### config.mk
export PLATFORM = sky130hd
export DESIGN_NAME = if_id_fetch_buffer
export DESIGN_NICKNAME = d
export VERILOG_FILES = /design/src/rtl/if_id_fetch_buffer_pkg.sv /design/src/rtl/if_id_fetch_buffer_mem.sv /design/src/rtl/if_id_fetch_buffer.sv
export SDC_FILE = /design/constraint.sdc
export NUM_CORES = 1
export LEC_CHECK = 0
export BUFFER_PORTS_ARGS = -buffer_cell sky130_fd_sc_hd__buf_2
export CAP_MARGIN = 20
export CORE_MARGIN = 2
export CORE_UTILIZATION = 57
export CTS_CLUSTER_DIAMETER = 30
export DETAILED_ROUTE_END_ITERATION = 8
export PLACE_DENSITY = 0.79
export SLEW_MARGIN = 5
export SYNTH_ARGS = -nofsm -noshare
export SYNTH_HDL_FRONTEND = slang
export SYNTH_HIERARCHICAL = 1
export SYNTH_SLANG_ARGS = --single-unit
### constraint.sdc
create_clock -name clk -period 7.97 [get_ports clk]
set_clock_uncertainty 0.05 [all_clocks]
set_input_delay 0.3985 -clock clk [delete_from_list [all_inputs] [get_ports clk]]
set_output_delay 0.3985 -clock clk [all_outputs]
set_load 0.005 [all_outputs]
### src/rtl/if_id_fetch_buffer_pkg.sv
// Shared fetch/decode pipeline types and constants.
// Imported by the fetch buffer and its storage array.
package if_id_fetch_buffer_pkg;

    localparam int DEFAULT_DW = 32;
    localparam logic [31:0] NOP_INSTR = 32'h0000_0000;

    typedef struct packed {
        logic [31:0] pc;
        logic [31:0] instr;
    } fd_bundle_t;

endpackage

### src/rtl/if_id_fetch_buffer_mem.sv
// Register array for the fetch buffer.
// One synchronous write port and one combinational read port.
module fetch_buffer_mem
    import if_id_fetch_buffer_pkg::*;
#(
    parameter int DEPTH = 4,
    parameter int AW    = 2,
    parameter int DW    = DEFAULT_DW
) (
    input  logic            clk,
    input  logic            we,
    input  logic [AW-1:0]   waddr,
    input  logic [2*DW-1:0] wdata,
    input  logic [AW-1:0]   raddr,
    output logic [2*DW-1:0] rdata
);

    logic [2*DW-1:0] mem_q [DEPTH];

    always_ff @(posedge clk) begin
        if (we) begin
            mem_q[waddr] <= wdata;
        end
    end

    assign rdata = mem_q[raddr];

endmodule

### src/rtl/if_id_fetch_buffer.sv
// In-order FIFO between fetch and decode.
// Freezes fetch when full; a taken branch empties it.
module if_id_fetch_buffer
    import if_id_fetch_buffer_pkg::*;
#(
    parameter int DEPTH = 4,
    parameter int AW    = 2,
    parameter int DW    = DEFAULT_DW
) (
    input  logic          clk,
    input  logic          rst,
    input  logic [DW-1:0] if_pc,
    input  logic [DW-1:0] if_instr,
    input  logic          flush,
    input  logic          id_stall,
    output logic          if_freeze,
    output logic          id_valid,
    output logic [DW-1:0] id_pc,
    output logic [DW-1:0] id_instr,
    output logic [AW:0]   count
);

    localparam logic [AW:0] FULL_CNT = (AW + 1)'(DEPTH);

    logic [AW-1:0]   wr_ptr_q, wr_ptr_d;
    logic [AW-1:0]   rd_ptr_q, rd_ptr_d;
    logic [AW:0]     count_q, count_d;
    logic            full, empty;
    logic            push, pop;
    logic [2*DW-1:0] rdata;

    assign full  = (count_q == FULL_CNT);
    assign empty = (count_q == '0);
    assign push  = ~full & ~flush;
    assign pop   = ~empty & ~id_stall & ~flush;

    always_comb begin
        wr_ptr_d = wr_ptr_q;
        rd_ptr_d = rd_ptr_q;
        count_d  = count_q;
        if (flush) begin
            wr_ptr_d = '0;
            rd_ptr_d = '0;
            count_d  = '0;
        end else begin
            if (push) wr_ptr_d = wr_ptr_q + 1'b1;
            if (pop)  rd_ptr_d = rd_ptr_q + 1'b1;
            if (push & ~pop) count_d = count_q + 1'b1;
            if (pop & ~push) count_d = count_q - 1'b1;
        end
    end

    always_ff @(posedge clk) begin
        if (rst) begin
            wr_ptr_q <= '0;
            rd_ptr_q <= '0;
            count_q  <= '0;
        end else begin
            wr_ptr_q <= wr_ptr_d;
            rd_ptr_q <= rd_ptr_d;
            count_q  <= count_d;
        end
    end

    fetch_buffer_mem #(
        .DEPTH(DEPTH),
        .AW   (AW),
        .DW   (DW)
    ) u_mem (
        .clk  (clk),
        .we   (push & ~rst),
        .waddr(wr_ptr_q),
        .wdata({if_pc, if_instr}),
        .raddr(rd_ptr_q),
        .rdata(rdata)
    );

    // An empty buffer presents a NOP bubble to decode.
    assign if_freeze = full;
    assign id_valid  = ~empty;
    assign id_pc     = id_valid ? rdata[2*DW-1:DW] : '0;
    assign id_instr  = id_valid ? rdata[DW-1:0] : DW'(NOP_INSTR);
    assign count     = count_q;

endmodule

==> parameters.txt <==
Parameter                              Value

Placement
  DP Worst Slack    4.729 ns
  Gpl congestion    ~0.74
  Dpl hpwl    ~10 mm
  Port Buf Inserts    around 140
  Dpl cells    796
  Total cell area at the placement stage    between 10000 and 15000 um2

Detailed routing
  Number of routed nets with antenna violations    0
  Drt wl/cell    21.37 um
  Starting DRC count in detailed routing    around 350
  # DRC    0
  Via count    just under 5k
  Detailed-route vias per instance    between 5 and 6
  Overall routed net length    18.70 mm
  Length of the first detailed-routing pass in iterations    4

Yosys
  Part of the Yosys area used for sequential elements    around 77%
  Largest cells by area after synthesis    sky130_fd_sc_hd__edfxtp_1 76%, sky130_fd_sc_hd__mux4_2 13%, sky130_fd_sc_hd__and2_1 3.9%, sky130_fd_sc_hd__dfxtp_1 1.4%, sky130_fd_sc_hd__buf_12 1.2%
  Synthesized netlist net count    between 500 and 600
  Syn avg cell area    22.52 um2
  Fraction of synthesized cell area taken by the top area cell type    between 70 and 80%
  Dominant combinational cell family by area after synthesis    multiplexers
  Yosys top cell by area    sky130_fd_sc_hd__edfxtp_1
  Area of the mapped netlist    between 10000 and 15000 um2
  Multiplexer share of the synthesized area    ~14%
  Number of unique standard cell types used by synthesis    27
  Instance count of the mapped netlist    452
  Post-synthesis simple-gate area fraction    approximately 5.2%
  Adder-cell share of the synthesized area    less than 1%
  Synth Area in Compound Gates    0.5408%
  Number of warnings issued by yosys    6
  Fraction of synthesized cell area in xor and xnor cells    less than 1%
  Post-synthesis register bit count    263

Critical path
  CP Launch Type    register
  CP max stage delay    0.58 ns
  CP Cell Sequence    buf_4, buf_16, mux4_1, and2_1, buf_2
  Crit end category    primary output
  Critical Setup Path Class    reg2out
  Signal arrival time at the worst endpoint    approximately 2.7 ns
  Endpoint required time on the critical path    7.52 ns
  Crit path max-delay cell type    sky130_fd_sc_hd__mux4_1
  Crit-path max FO    30

Floorplanning
  Die Wd    137.6 um
  Initial core utilization    about three fifths
  Core Region    about 17000 um2
  Die Y-Extent    137.6 um
  Die area    18940 um2
  Site Rows    between 40 and 50
  Number of top-level pins    between 100 and 150

Timing
  Unrepaired setup endpoints after global routing    no
  Shortest clock period the worst path allows after layout    ~3.2 ns
  Final clock period utilization by the worst path    between 30% and 40%
  Tightest Pin Transition    ~1.1 ns
  Final count of negative-setup-slack endpoints    0
  Final slew viol count    0
  Highest clock frequency the design can meet    between 0.3 and 0.4 GHz
  Headroom to the max-slew limit    28.34%
  Sum of negative setup slack    0 ns
  Worst path setup slack after routing    approximately 4.8 ns
  Count of endpoints failing hold in the final timing report    0

Final layout
  Share of cells above drive strength 1    a little over two fifths
  Filler Cells Inserted    1066
  Area of all placed cells without fillers    12370 um2
  Most frequent standard cell in the layout excluding fill and tap cells    sky130_fd_sc_hd__edfxtp_1
  Layout overhead on the synthesized area    21.51%
  Commonest non-fill, non-tap cells in the layout    256 x sky130_fd_sc_hd__edfxtp_1, 136 x sky130_fd_sc_hd__buf_2, 64 x sky130_fd_sc_hd__and2_1
  Final non-filler cell total    between 800 and 900
  Total number of nets in the final design    slightly below 700

Clock network
  Clock tree sinks    263
  CTS Root Buffer Type    sky130_fd_sc_hd__clkbuf_16
  H-Tree Depth    2
  TritonCTS clock tree    done
  Post-CTS Setup Inserts    0
  Deepest clock path buffer count    3
  Clock-pin slew of the registers on the worst-case setup and hold paths    roughly 0.05 ns
  Insertion delay to the later sink of the worst-skew pair    roughly 0.50 ns
  Clock buffer count from CTS    43
  Number of hold buffers added after CTS    0
  CTS-repair resized insts    0

Power and ir drop
  Clk pwr share    50.3%
  Combinational fraction of design power    3.6%
  Worst voltage drop across the vdd grid    about 0.22 mV
  Leakage power total    about 4.3 nW
  Switching power share of the total    19.97%
  Design Power    3.367 mW
  Total internal power    ~2.7 mW
  Total net switching power    0.6726 mW
  Reg power frac    a little under half
  Power density cells    between 200 and 300 nW/um2

Flow run
  Count of max-cap constraint violations    0

Status
  Outcome    complete, no violations

GRT
  Number of antenna violations at the first check in global routing    2
  Via count of the first global-routing pass    approximately 5.4k
  First-pass GRT wire length    28.80 mm
  Overall overflow remaining after global route    0
  Largest net degree at the start of global routing    67
  GRT Util Overall    between 20 and 25%

Min path
  Worst min path class    in2reg
logic make-up after synthesis:
family,Yosys count
DFF,263
and+or+nand+nor,83
muxes,64
buffers and inverters,27
AOI/OAI and AO/OA,11
xor gates and xnor gates,2
adders and majority gates,2
through the flow:
| step | hold WS, ns | utilization, % |
|---|---|---|
| final | 0.05072 | 71.27 |
| after global placement | 0.4744 | 63.03 |
| after global routing | 0.04082 | 71.27 |
| after detailed placement | 0.4932 | 63.42 |
| after CTS | 0.03368 | 71.25 |
| after floorplan | 0.4073 | - |
power groups by stage:
stage,Sequential [mW],Clock (mW),Combinational [mW]
3_3_place_gp,1.58,0,0.116
5_1_grt,1.55,1.79,0.134
3_5_place_dp,1.58,0,0.123
4_1_cts,1.55,1.72,0.124
6_report,1.55,1.69,0.122
2_1_floorplan,1.58,0,0.0677
worst paths after layout:
kind | from | endpoint | slack (ns) | depth (start not counted)
worst max-delay path | rd_ptr_q[0] | id_instr[2] | 4.82 | 5
worst min register to register | count[2] | count[2] | 0.51 | 2
worst min-delay path | if_instr[0] | u_mem/mem_q[0][0] | 0.05 | 1
worst max register to register | count[0] | u_mem/mem_q[0][19] | 4.99 | 4
state kept, by name, summed over array words and instances, names as in the netlist:
| register | count |
|---|---|
| rd_ptr_q | 2 |
| count | 3 |
| u_mem/mem_q | 256 |
| wr_ptr_q | 2 |
worst max-delay path: cells and delay by family, from the launching register on:
family	cells	cell delay (ns)
buf+inv	3	0.95
flops	1	0.47
simple gates	1	0.17
mux	1	0.58
synth_stat cells (all sizes together):
library cell,number
a21oi,6
nor2,4
fa,1
inv,5
and3,1
nor3,2
buf,19
ha,1
nor3b,2
mux4,64
clkbuf,3
or3,5
and3b,2
nand2b,1
and2,64
o21ai,5
edfxtp,256
or2,2
dfxtp,7
xor2,2
cell type report:
cell class / instances / area, um2 / area share [%]
diodes: 1 / 2.502 / 0.02023
clock buffers: 48 / 1137 / 9.195
clock inverters: 30 / 221.5 / 1.790
inverters: 5 / 18.77 / 0.1517
multi-input cells: 162 / 2110 / 17.05
flip-flops and latches: 263 / 7835 / 63.34
well taps: 225 / 281.5 / 2.276
repair buffers: 141 / 763.2 / 6.170
layer usage:
layer	vias to the layer above	wire length, um	track usage (%)
met2	177	9727	35.30
met4	0	290	6.357
met3	25	1321	5.997
met1	2577	7360	25.34
li1	2184	-	-
met5	-	0	0
(Power assumes the default switching activity.)
